===== src/rtl/maze_pkg.sv =====
// Shared maze-demo constants and the ball stepping FSM state type.
// Also used by the maze drawing/collision stage.
package maze_pkg;

   localparam int COORD_W    = 11;
   localparam int SCREEN_W   = 640;
   localparam int SCREEN_H   = 480;
   localparam int BALL_W_DEF = 8;

   localparam int MAZE_X_START  = 70;
   localparam int MAZE_Y_START  = 35;
   localparam int MAZE_GOAL_X0  = 500;
   localparam int MAZE_GOAL_X1  = 600;
   localparam int MAZE_GOAL_Y0  = 40;
   localparam int MAZE_GOAL_Y1  = 70;

   typedef enum logic [2:0] {
      ST_IDLE,
      ST_MOVE_X,
      ST_SETTLE_X,
      ST_MOVE_Y,
      ST_SETTLE_Y
   } ball_state_t;

endpackage


===== src/rtl/ball_axis_step.sv =====
// Single-axis one-pixel step: moves pos by +/-1 when exactly one direction is
// requested, that side is not blocked, and the bound has not been reached.
module ball_axis_step
   import maze_pkg::*;
(
   input  logic [COORD_W-1:0] pos,
   input  logic               inc_req,
   input  logic               dec_req,
   input  logic               stop_inc,
   input  logic               stop_dec,
   input  logic [COORD_W-1:0] pos_min,
   input  logic [COORD_W-1:0] pos_max,
   output logic [COORD_W-1:0] next_pos
);

   localparam logic [COORD_W-1:0] ONE = COORD_W'(1);

   always_comb begin
      next_pos = pos;
      if (inc_req && !dec_req && !stop_inc && (pos < pos_max)) begin
         next_pos = pos + ONE;
      end else if (dec_req && !inc_req && !stop_dec && (pos > pos_min)) begin
         next_pos = pos - ONE;
      end
   end

endmodule


===== src/rtl/ball_motion_ctrl.sv =====
// Per-frame ball mover: steps up to `speed` pixels per axis, one pixel at a time,
// re-sampling the collision flags after each settled step; tracks the goal.
module ball_motion_ctrl
   import maze_pkg::*;
#(
   parameter int BALL_W  = BALL_W_DEF,
   parameter int X_START = MAZE_X_START,
   parameter int Y_START = MAZE_Y_START,
   parameter int X_MIN   = 0,
   parameter int X_MAX   = SCREEN_W - 1,
   parameter int Y_MIN   = 0,
   parameter int Y_MAX   = SCREEN_H - 1,
   parameter int GOAL_X0 = MAZE_GOAL_X0,
   parameter int GOAL_X1 = MAZE_GOAL_X1,
   parameter int GOAL_Y0 = MAZE_GOAL_Y0,
   parameter int GOAL_Y1 = MAZE_GOAL_Y1
) (
   input  logic        clk,
   input  logic        rst,
   input  logic        frame_tick,
   input  logic        restart,
   input  logic        req_right,
   input  logic        req_left,
   input  logic        req_up,
   input  logic        req_down,
   input  logic [2:0]  speed,
   input  logic        stop_right,
   input  logic        stop_left,
   input  logic        stop_up,
   input  logic        stop_down,
   output logic [10:0] x_ball,
   output logic [10:0] y_ball,
   output logic [4:0]  ball_width,
   output logic        busy,
   output logic        goal_reached
);

   localparam int EXT_W = COORD_W + 1;

   localparam logic [COORD_W-1:0] X_LO   = COORD_W'(X_MIN);
   localparam logic [COORD_W-1:0] X_HI   = COORD_W'(X_MAX - BALL_W + 1);
   localparam logic [COORD_W-1:0] Y_LO   = COORD_W'(Y_MIN);
   localparam logic [COORD_W-1:0] Y_HI   = COORD_W'(Y_MAX - BALL_W + 1);
   localparam logic [COORD_W-1:0] X_INIT = COORD_W'(X_START);
   localparam logic [COORD_W-1:0] Y_INIT = COORD_W'(Y_START);
   localparam logic [EXT_W-1:0]   EDGE   = EXT_W'(BALL_W - 1);

   ball_state_t        state, state_nxt;
   logic [2:0]         steps_left;
   logic               dir_r, dir_l, dir_u, dir_d;
   logic [COORD_W-1:0] x_nxt, y_nxt;
   logic               goal_hit;

   assign ball_width = 5'(BALL_W);
   assign busy       = (state != ST_IDLE);

   ball_axis_step u_step_x (
      .pos      (x_ball),
      .inc_req  (dir_r),
      .dec_req  (dir_l),
      .stop_inc (stop_right),
      .stop_dec (stop_left),
      .pos_min  (X_LO),
      .pos_max  (X_HI),
      .next_pos (x_nxt)
   );

   ball_axis_step u_step_y (
      .pos      (y_ball),
      .inc_req  (dir_d),
      .dec_req  (dir_u),
      .stop_inc (stop_down),
      .stop_dec (stop_up),
      .pos_min  (Y_LO),
      .pos_max  (Y_HI),
      .next_pos (y_nxt)
   );

   // Widened by one bit so the right/bottom edge sum cannot wrap.
   assign goal_hit = (({1'b0, x_ball} + EDGE) >= EXT_W'(GOAL_X0)) &&
                     (x_ball <= COORD_W'(GOAL_X1)) &&
                     (({1'b0, y_ball} + EDGE) >= EXT_W'(GOAL_Y0)) &&
                     (y_ball <= COORD_W'(GOAL_Y1));

   always_comb begin
      state_nxt = state;
      case (state)
         ST_IDLE: begin
            if (frame_tick && !goal_reached && (speed != 3'd0)) begin
               state_nxt = ST_MOVE_X;
            end
         end
         ST_MOVE_X:   state_nxt = ST_SETTLE_X;
         ST_SETTLE_X: state_nxt = ST_MOVE_Y;
         ST_MOVE_Y:   state_nxt = ST_SETTLE_Y;
         ST_SETTLE_Y: begin
            if ((steps_left == 3'd1) || goal_reached) begin
               state_nxt = ST_IDLE;
            end else begin
               state_nxt = ST_MOVE_X;
            end
         end
         default:     state_nxt = ST_IDLE;
      endcase
   end

   always_ff @(posedge clk) begin
      if (rst || restart) begin
         state <= ST_IDLE;
      end else begin
         state <= state_nxt;
      end
   end

   // Position moves only in the MOVE states, so stop flags are never sampled
   // while the collision stage is still settling.
   always_ff @(posedge clk) begin
      if (rst || restart) begin
         x_ball       <= X_INIT;
         y_ball       <= Y_INIT;
         goal_reached <= 1'b0;
         steps_left   <= 3'd0;
         dir_r        <= 1'b0;
         dir_l        <= 1'b0;
         dir_u        <= 1'b0;
         dir_d        <= 1'b0;
      end else begin
         goal_reached <= goal_reached | goal_hit;
         case (state)
            ST_IDLE: begin
               if (state_nxt == ST_MOVE_X) begin
                  steps_left <= speed;
                  dir_r      <= req_right;
                  dir_l      <= req_left;
                  dir_u      <= req_up;
                  dir_d      <= req_down;
               end
            end
            ST_MOVE_X: begin
               if (!goal_reached) x_ball <= x_nxt;
            end
            ST_MOVE_Y: begin
               if (!goal_reached) y_ball <= y_nxt;
            end
            ST_SETTLE_Y: steps_left <= steps_left - 3'd1;
            default: ;
         endcase
      end
   end

endmodule


===== config.mk =====
export PLATFORM = sky130hd
export DESIGN_NAME = ball_motion_ctrl
export DESIGN_NICKNAME = d
export VERILOG_FILES = /design/src/rtl/maze_pkg.sv /design/src/rtl/ball_axis_step.sv /design/src/rtl/ball_motion_ctrl.sv
export SDC_FILE = /design/constraint.sdc
export NUM_CORES = 1
export LEC_CHECK = 0
export CORE_AREA = 2 2 82 84
export DETAILED_ROUTE_END_ITERATION = 6
export DIE_AREA = 0 0 84 86
export PLACE_DENSITY = 0.66
export SYNTH_ARGS = -nofsm -noshare
export SYNTH_HDL_FRONTEND = slang
export SYNTH_SLANG_ARGS = --single-unit

===== constraint.sdc =====
create_clock -name clk -period 4.3 [get_ports clk]
set_clock_uncertainty 0.1 [all_clocks]
set_input_delay 0.86 -clock clk [delete_from_list [all_inputs] [get_ports clk]]
set_output_delay 0.86 -clock clk [all_outputs]
set_load 0.02 [all_outputs]

==> flow_summary_export.csv, run 1 <==
group,metric,value,unit
outcome,status,"completed",
grt,grt_usage,0.158,
finish,layout-drive-gt1-share,0.0566,
clocking,clkTransAtPathRegs,0.07,ns
placement,placed_cells,387,
logic_synthesis,syn_area,2400,um^2
grt,grt_pass1_wl,9.47,mm
clocking,postCtsSetupBuffers,0,
sta,slew_headroom,0.350,
clocking,clockRootBuffer,"clkbuf_8",
grt,grt_max_degree,25,
critical_path,cp_max_fo,12,
logic_synthesis,ys_ff_latch,33,
logic_synthesis,yosys_warnings,0,
sta,finalHoldViolCount,0,
critical_path,critPathKind,"primary input to flop",
critical_path,rr_startpoint,"x_ball[10]$_SDFFE_PP0P_",
pwr,max-vdd-ir-drop,184,uV
logic_synthesis,synth.avg_cell_area,8.55,um^2
critical_path,startpoint,"stop_right",
pwr,p_clk_frac,0.428,
logic_synthesis,synth_edf_count,0,
logic_synthesis,synth-seq-area-share,0.275,
detailed_routing,vias,2115,
run,max-cap-violations,0,
critical_path,critPathArrivalTime,3.70,ns
sta,slew_viol_final,0,
detailed_routing,drc,0,
logic_synthesis,synth-main-ff-cell,"dfxtp_1",
sta,period_needed,3.59,ns
floorplan,die_h,86,um
finish,layout_common_cells,"clkdlybuf4s50_1, nor2_1, dfxtp_1",
detailed_routing,first_pass_iters,4,
pwr,power_density,236,nW/um^2
placement,port_buffers,38,
detailed_routing,drtIter0Drc,112,
detailed_routing,ant_nets,0,
pwr,p_leak,1.11,nW
clocking,cts.repair.resized,0,
logic_synthesis,postSynthCellCount,281,
clocking,cts_sinks,33,
critical_path,cp_data_required_time,4.41,ns
finish,final_common_cell,"clkdlybuf4s50_1",
grt,antenna_found_initial,0,
sta,rsz0062_at_grt,"false",
clocking,cts_hold_buffers,0,
sta,setup_viol,0,
clocking,clock_tree.buffer_depth,2,
logic_synthesis,synth_cell_type_count,51,
placement,gp_congestion,0.847,
finish,final_cells,395,
sta,tightest_slew,0.971,ns
sta,finalSetupTns,0,ns
detailed_routing,routed_via_density,5.35,
pwr,seqPwrFrac,0.452,
critical_path,worstSetupEndpointType,"flop",
pwr,p_int,538,uW
placement,hpwlAfterDp,4.11,mm
critical_path,critical_path.startpoint_type,"primary input",
grt,grt_pass1_vias,2008,
pwr,switchingPower,154,uW
detailed_routing,wirelength,5.48,mm
clocking,insertion_delay,0.28,ns
clocking,htree_levels,2,
floorplan,initial_core_util,0.383,
detailed_routing,routedWlPerCell,13.9,um
floorplan,die-area,7220,um^2
clocking,tritoncts,"yes",
floorplan,ioPinCount,44,
worst_hold_path,hold_class,"flop to flop",
logic_synthesis,async_flop_share,0,
sta,period_share,0.835,
floorplan,die_w,84,um
pwr,switching_share,0.222,
grt,overflow,0,
pwr,pwr-share-comb,0.120,
floorplan,core,6280,um^2
worst_hold_path,min_from,"dir_r$_SDFFE_PP0P_",
finish,diodes,0,
clocking,cts_buffers,5,
floorplan,rows,29,
sta,fmax,279,MHz
finish,nets,354,
finish,area_growth,21.8,%
==> layout make-up <==
cell class	count	area (um^2)
inverter	6	22.5
sequential	33	661
clock inverter	1	30.0
tap	77	96.3
clock buffer	7	86.3
fill	632	3350
multi-input combinational	232	1640
timing repair buffer	39	388
==> state kept, by name, summed over array words and instances (netlist names) <==
name,flops
y_ball,11
x_ball,11
dir_u,1
dir_d,1
dir_l,1
goal_reached,1
state,3
steps_left,3
dir_r,1
==> Yosys cell counts, types with 5 or more instances <==
library cell | instances | area share
xor2_1 | 7 | 0.026
inv_1 | 6 | 0.0094
ha_1 | 20 | 0.10
o21ai_0 | 15 | 0.031
nand2_1 | 17 | 0.027
mux2i_1 | 18 | 0.075
nor3b_1 | 5 | 0.016
dfxtp_1 | 33 | 0.27
buf_4 | 6 | 0.019
a21oi_1 | 20 | 0.042
a21o_1 | 7 | 0.022
nand3_1 | 5 | 0.010
xnor2_1 | 12 | 0.044
a211oi_1 | 5 | 0.016
nor2_1 | 36 | 0.056
==> worst max-delay path, stage by stage <==
cell and delay [ns]:
clkdlybuf4s50_1 0.39, or4b_1 0.47, a21o_1 0.34, fa_1 0.50, a211oi_1 0.32, o21ai_0 0.18, a41oi_1 0.26, nor3b_1 0.20
a21oi_1 0.06, a21oi_1 0.11
==> power groups by stage <==
| stage | logic (mW) | registers, mW | clock network (mW) |
|---|---|---|---|
| floorplan | 0.0629 | 0.318 | 0 |
| global placement | 0.0820 | 0.319 | 0 |
| detailed placement | 0.0827 | 0.319 | 0 |
| CTS | 0.0834 | 0.312 | 0.306 |
| global route | 0.0918 | 0.313 | 0.323 |
| finish | 0.0830 | 0.312 | 0.296 |
==> metal layers <==
layer	vias to the layer above	global-route usage	wire length (um)
li1	1093	-	-
met1	976	0.215	2640
met2	44	0.257	2550
met3	2	0.0395	272
met4	0	0.0337	15
met5	-	0	0
==> per-stage QoR <==
stage          setup WS (ns)   util  instance area [um^2]  power [mW]  hold slack [ns]
2_1_floorplan           1.05      -                  2410       0.381            0.370
3_3_place_gp           0.508  0.448                  2810       0.401            0.409
3_5_place_dp           0.443  0.448                  2810       0.402            0.415
4_1_cts                0.727  0.466                  2930       0.701            0.435
5_1_grt                0.466  0.466                  2930       0.727            0.475
6_report               0.710  0.466                  2930       0.692            0.426
==> cell families after synthesis <==
family	count (synthesis)	share of synthesized area
flops	33	0.275
buf+inv	19	0.0458
xor+xnor	19	0.0693
simple gates	91	0.197
other cells	2	0.00313
fa+ha+maj	22	0.121
mux	18	0.0750
compound gates	77	0.214
==> worst paths after layout <==
kind / to / slack [ns] / depth (start not counted)
setup / recovery: x_ball[10]$_SDFFE_PP0P_ / 0.71 / 10
hold / removal: dir_r$_SDFFE_PP0P_ / 0.43 / 2
setup reg to reg: x_ball[10]$_SDFFE_PP0P_ / 1.23 / 9
hold reg to reg: dir_r$_SDFFE_PP0P_ / 0.43 / 2
No activity file was read; power rests on OpenSTA's default activity.
==> inputs of run 2 (changes only) <==
==> constraint.sdc (replaced) <==
create_clock -name clk -period 3.4 [get_ports clk]
set_clock_uncertainty 0.1 [all_clocks]
set_input_delay 0.68 -clock clk [delete_from_list [all_inputs] [get_ports clk]]
set_output_delay 0.68 -clock clk [all_outputs]
set_load 0.02 [all_outputs]
==> run 2 against run 1 <==
  * Register-to-register slack lost 0.78 ns
  * Power grew 16%
  * Cell count grew 8.1%
  * First-iteration DRC count shrank 8.0%
  * Via count grew 4.5%
  * Clock-buffer cell count shrank 2
  * Largest cell class unchanged
==> flow_summary_export.csv, run 2 (same netlist as run 1, synthesis figures left out) <==
group,metric,value,unit
finish,fillers,601,
detailed_routing,routed_via_density,5.18,
floorplan,initial_core_util,0.383,
placement,place_ws,-0.257,ns
critical_path,cp.buffers_inverters,3,
critical_path,slowest_delay,0.48,ns
pwr,power_density,252,nW/um^2
critical_path,cp_max_fo,7,
sta,tightest_slew,0.642,ns
detailed_routing,first_pass_iters,4,
critical_path,critPathArrivalTime,3.30,ns
sta,rsz0062_at_grt,"false",
grt,antenna_found_initial,0,
outcome,status,"completed",
sta,setup_viol,0,
worst_hold_path,hold_class,"flop to flop",
floorplan,die-area,7220,um^2
clocking,insertion_delay,0.29,ns
clocking,tritoncts,"yes",
pwr,max-vdd-ir-drop,241,uV
clocking,clock_tree.buffer_depth,2,
finish,seqCellArea,661,um^2
pwr,p_total,802,uW
grt,grt_max_degree,25,
critical_path,cpMostUsedCell,"buf_4",
placement,dpl-instance-area,3050,um^2
placement,gp_congestion,0.835,
floorplan,rows,29,
floorplan,die_w,84,um
pwr,switchingPower,210,uW
placement,placed_cells,419,
finish,layout-drive-gt1-share,0.160,
pwr,switching_share,0.261,
pwr,p_leak,1.25,nW
floorplan,core,6280,um^2
critical_path,crit_chain,"clkdlybuf4s50_1, or4b_1, a21o_1, buf_4, ha_1, buf_4, nand3_1, o22ai_1, o21ai_0, a31oi_1, xnor2_1, o31ai_1",
grt,grt_pass1_vias,2088,
detailed_routing,wirelength,5.89,mm
clocking,cts_hold_buffers,0,
placement,port_buffers,38,
critical_path,critical_path.startpoint_type,"primary input",
pwr,seqPwrFrac,0.492,
detailed_routing,ant_nets,0,
clocking,postCtsSetupBuffers,0,
detailed_routing,drc,0,
clocking,cts.repair.resized,0,
finish,area_growth,32.3,%
sta,slew_headroom,0.572,
floorplan,die_h,86,um
sta,fmax,308,MHz
sta,finalHoldViolCount,0,
sta,slew_viol_final,0,
pwr,p_int,593,uW
finish,final_cells,427,
floorplan,ioPinCount,44,
finish,nets,386,
clocking,htree_levels,2,
critical_path,slowest_stage,"or4b_1",
finish,final_common_cell,"clkdlybuf4s50_1",
sta,period_needed,3.25,ns
critical_path,cp_data_required_time,3.45,ns
finish,diodes,0,
pwr,pwr-share-comb,0.148,
clocking,clockRootBuffer,"clkbuf_8",
grt,grt_usage,0.167,
run,max-cap-violations,0,
finish,largestRegisters,"x_ball (11), y_ball (11)",
grt,overflow,0,
detailed_routing,routedWlPerCell,13.8,um
placement,hpwlAfterDp,4.45,mm
critical_path,crit_family,"compound AO/OA/AOI/OAI gates",
clocking,cts_sinks,33,
grt,grt_pass1_wl,9.83,mm
sta,period_share,0.955,
finish,multi_input_area,1680,um^2
sta,fin_ws,0.153,ns
detailed_routing,vias,2210,
finish,layout_common_cells,"clkdlybuf4s50_1, nor2_1, dfxtp_1, buf_4",
finish,final_area,3180,um^2
clocking,clkTransAtPathRegs,0.07,ns
pwr,p_clk_frac,0.360,
finish,fin_util,0.506,
critical_path,critPathKind,"primary input to flop",
critical_path,worstSetupEndpointType,"flop",
clocking,cts_buffers,5,
detailed_routing,drtIter0Drc,103,
==> run 2: layout make-up <==
cell class                      instances  share of cell area
Clock buffer                            5              0.0217
Inverter                                6             0.00709
Tap cell                               77              0.0303
Clock inverter                          3             0.00551
Multi-Input combinational cell        232               0.530
Sequential cell                        33               0.208
Timing Repair Buffer                   71               0.198
==> run 2: routing by layer <==
| layer | global-route usage | share of wire | vias to the layer above |
|---|---|---|---|
| li1 | - | - | 1159 |
| met1 | 0.224 | 0.50 | 1004 |
| met2 | 0.271 | 0.45 | 42 |
| met3 | 0.0356 | 0.041 | 5 |
| met4 | 0.0469 | 0.0093 | 0 |
| met5 | 0 | 0 | - |
==> run 2: worst paths after layout <==
check	startpoint	end	slack, ns	cells after the start
setup / recovery	stop_right	x_ball[9]$_SDFFE_PP0P_	0.15	12
setup reg to reg	y_ball[8]$_SDFFE_PP0P_	y_ball[9]$_SDFFE_PP0P_	0.45	9
hold reg to reg	state[2]$_SDFF_PP0_	state[1]$_SDFF_PP0_	0.43	1
hold / removal	state[2]$_SDFF_PP0_	state[1]$_SDFF_PP0_	0.43	1
==> run 2: metrics by stage <==
step / hold WS [ns] / setup TNS, ns
floorplan: 0.370 / 0
global placement: 0.413 / -0.511
detailed placement: 0.415 / -0.809
CTS: 0.436 / 0
global route: 0.469 / 0
finish: 0.429 / 0
==> run 2: power groups by stage <==
stage / clock [mW] / sequential [mW] / combinational, mW
5_1_grt: 0.315 / 0.395 / 0.131
2_1_floorplan: 0 / 0.402 / 0.0796
3_5_place_dp: 0 / 0.404 / 0.115
6_report: 0.289 / 0.395 / 0.118
4_1_cts: 0.297 / 0.395 / 0.116
3_3_place_gp: 0 / 0.404 / 0.115
==> run 2: worst reg2reg max path: stages, from the launching register on <==
cell	delay [ns]
dfxtp_1	0.45
nand3_1	0.17
o211ai_1	0.47
ha_1	0.34
a211o_1	0.35
a2111oi_4	0.36
o311ai_0	0.22
xor2_1	0.17
mux2i_1	0.15
nor2_1	0.05
==> inputs of run 3 (changes only) <==
--- a/config.mk
+++ b/config.mk
@@ -9,6 +9,7 @@
 export DETAILED_ROUTE_END_ITERATION = 6
 export DIE_AREA = 0 0 84 86
 export PLACE_DENSITY = 0.66
+export SKIP_LAST_GASP = 1
 export SYNTH_ARGS = -nofsm -noshare
 export SYNTH_HDL_FRONTEND = slang
 export SYNTH_SLANG_ARGS = --single-unit
==> results of run 3 <==
Final layout, timing and power as in run 2 (identical DEF).
==> variant 1, RTL diff (settings of run 1) <==
Re-encode `ball_state_t` (5 states) as Gray code, 3 bits wide.
--- a/src/rtl/maze_pkg.sv
+++ b/src/rtl/maze_pkg.sv
@@ -15,11 +15,11 @@
    localparam int MAZE_GOAL_Y1  = 70;
 
    typedef enum logic [2:0] {
-      ST_IDLE,
-      ST_MOVE_X,
-      ST_SETTLE_X,
-      ST_MOVE_Y,
-      ST_SETTLE_Y
+      ST_IDLE     = 3'b000,
+      ST_MOVE_X   = 3'b001,
+      ST_SETTLE_X = 3'b011,
+      ST_MOVE_Y   = 3'b010,
+      ST_SETTLE_Y = 3'b110
    } ball_state_t;
 
 endpackage
Behaviour: same outputs for any inputs over 10 cycles, from zero or initial values; not proved beyond that.
==> variant 1 against run 1 <==
Cell count grew 3.0%; sequential share of layout area up 0.33 points; wire length rose by 0.38%; power decreased by 10%; area after synthesis down 0.36%; final area decreased by 1.5%; first-iteration DRC count shrank 11%; worst setup slack worse by 0.052 ns; die area stayed put; sequential cell count stayed put; sequential power hardly changed; largest cell class unchanged; largest power group unchanged; highest routed layer unchanged.
==> variant 1: results <==
group,metric,value,unit
synth,yosys.area_share.adder,0.121,
synth,yosys-mux-area-fraction,0.0423,
placement,preCtsSetupSlack,0.394,ns
synth,synth_area_leaders,"dfxtp_1 (28%), ha_1 (10%), a21oi_1 (5.6%)",
synth,synth_xor_area_frac,0.0549,
routing,first_iter_violations,100,
global_route,grt_pass1_wl,9.40,mm
min_path,holdPathEnd,"steps_left[2]$_SDFFE_PP0P_",
global_route,grt_max_degree,24,
status,status,"finished, final reports clean",
timing,whs,0.406,ns
clock_tree,cts_buffers,5,
global_route,grt_pass1_vias,2045,
clock_tree,postCtsSetupRepairBufs,0,
pwr,power_leakage,1.04,nW
global_route,antenna_found_initial,0,
synth,ys_seq_area_frac,0.276,
layout,drive_gt1_frac,0.0697,
routing,via_per_inst,5.48,
layout,fillers,640,
global_route,grtUsageTotal,0.157,
synth,synthTopCellsByCount,"dfxtp_1 (33), nor2_1 (31), a21oi_1 (27), nand2_1 (25), ha_1 (20)",
routing,wl_per_cell,13.5,um
synth,avgSynthCellArea,8.17,um2
placement,placed_area,2800,um2
layout,area_delta_synth_final,20.5,%
synth,synth_cell_type_count,55,
synth,synth-compound-area-share,0.224,
placement,dp_hpwl,4.08,mm
placement,placed_cells,399,
min_path,hold_start,"steps_left[2]$_SDFFE_PP0P_",
setup_path,crit_fanout,10,
timing,tightest_slew,0.813,ns
layout,nets,366,
setup_path,arrival,3.76,ns
pwr,max-vdd-ir-drop,0.130,mV
placement,place.gp.congestion,0.842,
synth,async_flop_share,0,
routing,vias,2231,
## variant 1: kinds of logic (layout without fill, tap and decap cells)
group           after synthesis  in the layout
simple gates                106            106
mux                          10             10
fa+ha+maj                    22             22
compound gates               83             83
buf+inv                      22             56
flops                        33             33
xor+xnor                     15             15
other cells                   2              5
## variant 1: worst max path at each step
stage                from                 endpoint  slack (ns)  cells after the start
4_1_cts        stop_right  x_ball[10]$_SDFFE_PP0P_        0.67                     10
2_1_floorplan   stop_down  y_ball[10]$_SDFFE_PP0P_        1.10                      9
3_3_place_gp   stop_right  x_ball[10]$_SDFFE_PP0P_        0.50                     10
5_1_grt        stop_right  x_ball[10]$_SDFFE_PP0P_        0.43                     10
6_report       stop_right  x_ball[10]$_SDFFE_PP0P_        0.66                     10
3_5_place_dp   stop_right  x_ball[10]$_SDFFE_PP0P_        0.39                     10
## variant 1: critical path: stages
cell	delay, ns
clkdlybuf4s50_1	0.40
nor4b_1	0.34
nand2_1	0.36
ha_1	0.43
nor2b_1	0.17
o2111ai_1	0.24
nand3_1	0.14
a311o_1	0.40
mux2_2	0.27
a21oi_1	0.13
## variant 1: power breakdown
part | internal [mW] | switching [mW] | leakage [nW]
clock | 0.112 | 0.113 | 0.0450
sequential | 0.309 | 0.00276 | 0.267
combinational | 0.0405 | 0.0429 | 0.728
## variant 1: final cells by class
class / instances / share of cell area
Clock buffer: 6 / 0.0252
Clock inverter: 2 / 0.00347
Inverter: 9 / 0.0117
Multi-Input combinational cell: 241 / 0.563
Sequential cell: 33 / 0.229
Tap cell: 77 / 0.0334
Timing Repair Buffer: 39 / 0.134
## variant 1: per-layer routing
layer  routed length (um)  global-route usage  vias up
li1                     -                   -     1134
met1                 2700               0.209     1036
met2                 2480               0.256       53
met3                  255              0.0346        8
met4                   61              0.0440        0
met5                    0                   0        -
==> variant 2, RTL diff (config.mk and constraints of run 1) <==
Without the edit above. Put one more register stage on the output `y_ball`, without a reset. The value now appears one clock later. The other outputs are not delayed to match.
--- a/src/rtl/ball_motion_ctrl.sv
+++ b/src/rtl/ball_motion_ctrl.sv
@@ -45,6 +45,8 @@
    localparam logic [COORD_W-1:0] Y_INIT = COORD_W'(Y_START);
    localparam logic [EXT_W-1:0]   EDGE   = EXT_W'(BALL_W - 1);
 
+   logic [10:0] y_ball_s0;
+
    ball_state_t        state, state_nxt;
    logic [2:0]         steps_left;
    logic               dir_r, dir_l, dir_u, dir_d;
@@ -66,7 +68,7 @@
    );
 
    ball_axis_step u_step_y (
-      .pos      (y_ball),
+      .pos      (y_ball_s0),
       .inc_req  (dir_d),
       .dec_req  (dir_u),
       .stop_inc (stop_down),
@@ -79,8 +81,8 @@
    // Widened by one bit so the right/bottom edge sum cannot wrap.
    assign goal_hit = (({1'b0, x_ball} + EDGE) >= EXT_W'(GOAL_X0)) &&
                      (x_ball <= COORD_W'(GOAL_X1)) &&
-                     (({1'b0, y_ball} + EDGE) >= EXT_W'(GOAL_Y0)) &&
-                     (y_ball <= COORD_W'(GOAL_Y1));
+                     (({1'b0, y_ball_s0} + EDGE) >= EXT_W'(GOAL_Y0)) &&
+                     (y_ball_s0 <= COORD_W'(GOAL_Y1));
 
    always_comb begin
       state_nxt = state;
@@ -117,7 +119,7 @@
    always_ff @(posedge clk) begin
       if (rst || restart) begin
          x_ball       <= X_INIT;
-         y_ball       <= Y_INIT;
+         y_ball_s0    <= Y_INIT;
          goal_reached <= 1'b0;
          steps_left   <= 3'd0;
          dir_r        <= 1'b0;
@@ -140,7 +142,7 @@
                if (!goal_reached) x_ball <= x_nxt;
             end
             ST_MOVE_Y: begin
-               if (!goal_reached) y_ball <= y_nxt;
+               if (!goal_reached) y_ball_s0 <= y_nxt;
             end
             ST_SETTLE_Y: steps_left <= steps_left - 3'd1;
             default: ;
@@ -148,5 +150,9 @@
       end
    end
 
+   always_ff @(posedge clk) begin
+      y_ball <= y_ball_s0;
+   end
+
 endmodule
 
Check against the original RTL: not equivalent (Yosys sat finds a counterexample within 4 cycles, from zero or initial values).
==> variant 2 against run 1 <==
Worst setup slack got worse by 0.21 ns; sequential share of layout area rose by 3.9 points; fmax fell by 5.4%; first-iteration DRC count did not move; cell count rose by 9.9%; sequential cell count rose by 11; final area rose by 14%; wire length rose by 17%; combinational power fell by 5.7%; area after synthesis rose by 16%; core utilization rose by 6.4 points; power rose by 16%; clock power rose by 5%.
==> variant 2: results <==
group,metric,value,unit
status,status,"finished, final reports clean",
setup_path,crit_fanout,10,
clock_tree,insertion_delay,0.30,ns
layout,nets,393,
synth,ys_seq_area_frac,0.316,
clock_tree,ctsResizeCount,0,
synth,synth_cell_type_count,65,
clock_tree,cts-root-buf,"clkbuf_8",
clock_tree,htree_levels,2,
timing,tightest_slew,1.02,ns
clock_tree,postCtsSetupRepairBufs,0,
synth,ys.flop_type,"dfxtp_1",
pwr,power_leakage,1.21,nW
synth,synthTopCellsByCount,"dfxtp_1 (44), nor2_1 (28), a21oi_1 (25), o21ai_0 (22), ha_1 (20)",
clock_tree,clkTransAtPathRegs,0.09,ns
synth,synth_area_leaders,"dfxtp_1 (32%), ha_1 (9.0%), a21oi_1 (4.5%)",
setup_path,arrival,3.89,ns
global_route,grt_pass1_wl,10.8,mm
layout,reg_top3,"x_ball (11), y_ball (11), y_ball_s0 (11)",
routing,first_iter_violations,112,
global_route,grtUsageTotal,0.180,
layout,fillers,578,
layout,antenna_cells,0,
synth,async_flop_share,0,
synth,yosys_warnings,0,
min_path,hold_start,"y_ball_s0[9]$_SDFFE_PP0P_",
placement,dp_hpwl,4.83,mm
pwr,max-vdd-ir-drop,0.183,mV
routing,drt-total-wl,6.42,mm
placement,place.gp.congestion,0.884,
clock_tree,cts_buffers,5,
layout,drive_gt1_frac,0.0784,
routing,via_per_inst,5.77,
global_route,grt_pass1_vias,2277,
-- variant 2: cell types whose count changed after synthesis, sizes merged, moves of 7 or more --
cell   change
nor2       -7
mux2i     -13
xnor2      -8
o21ai      +7
nor3       +8
nand3     +15
dfxtp     +11
-- variant 2: report_power, final --
part	switching (mW)	internal, mW	leakage [nW]
Sequential	0.00316	0.410	0.355
Combinational	0.0412	0.0371	0.804
Clock	0.140	0.172	0.0541
Total	0.184	0.619	1.21
-- variant 2: cell type report --
cell class	instances	area share
timing repair buffer	40	0.119
inverter	7	0.00790
tap	77	0.0290
clock inverter	3	0.0128
sequential	44	0.265
multi-input combinational	258	0.546
clock buffer	5	0.0207
-- variant 2: through the flow --
step	cell area [um2]	instances	worst slack, ns	util
detailed placement	3210	426	0.206	0.512
global placement	3210	426	0.264	0.512
floorplan	2800	322	0.923	-
global route	3330	434	0.317	0.530
finish	3330	434	0.505	0.530
CTS	3330	434	0.500	0.530
-- variant 2: kinds of logic (layout without fill, tap and decap cells) --
family,Yosys count,count (layout),synth area share
xor+xnor,12,12,0.0377
flops,44,44,0.316
buf+inv,20,55,0.0381
compound gates,100,100,0.255
other cells,2,5,0.00269
simple gates,114,114,0.229
fa+ha+maj,22,22,0.104
mux,5,5,0.0179
-- variant 2: path summary, 6_finish.rpt --
| kind | endpoint | slack, ns | cells past startpoint |
|---|---|---|---|
| setup / recovery | x_ball[10]$_SDFFE_PP0P_ | 0.50 | 9 |
| hold reg to reg | y_ball[9]$_DFF_P_ | 0.31 | 0 |
| hold / removal | y_ball[9]$_DFF_P_ | 0.31 | 0 |
| setup reg to reg | x_ball[10]$_SDFFE_PP0P_ | 1.04 | 8 |
-- variant 2: layer usage --
layer  track usage  share of wire
met1         0.251           0.49
met4        0.0455         0.0068
met3        0.0356          0.047
met5             0              0
met2         0.289           0.46
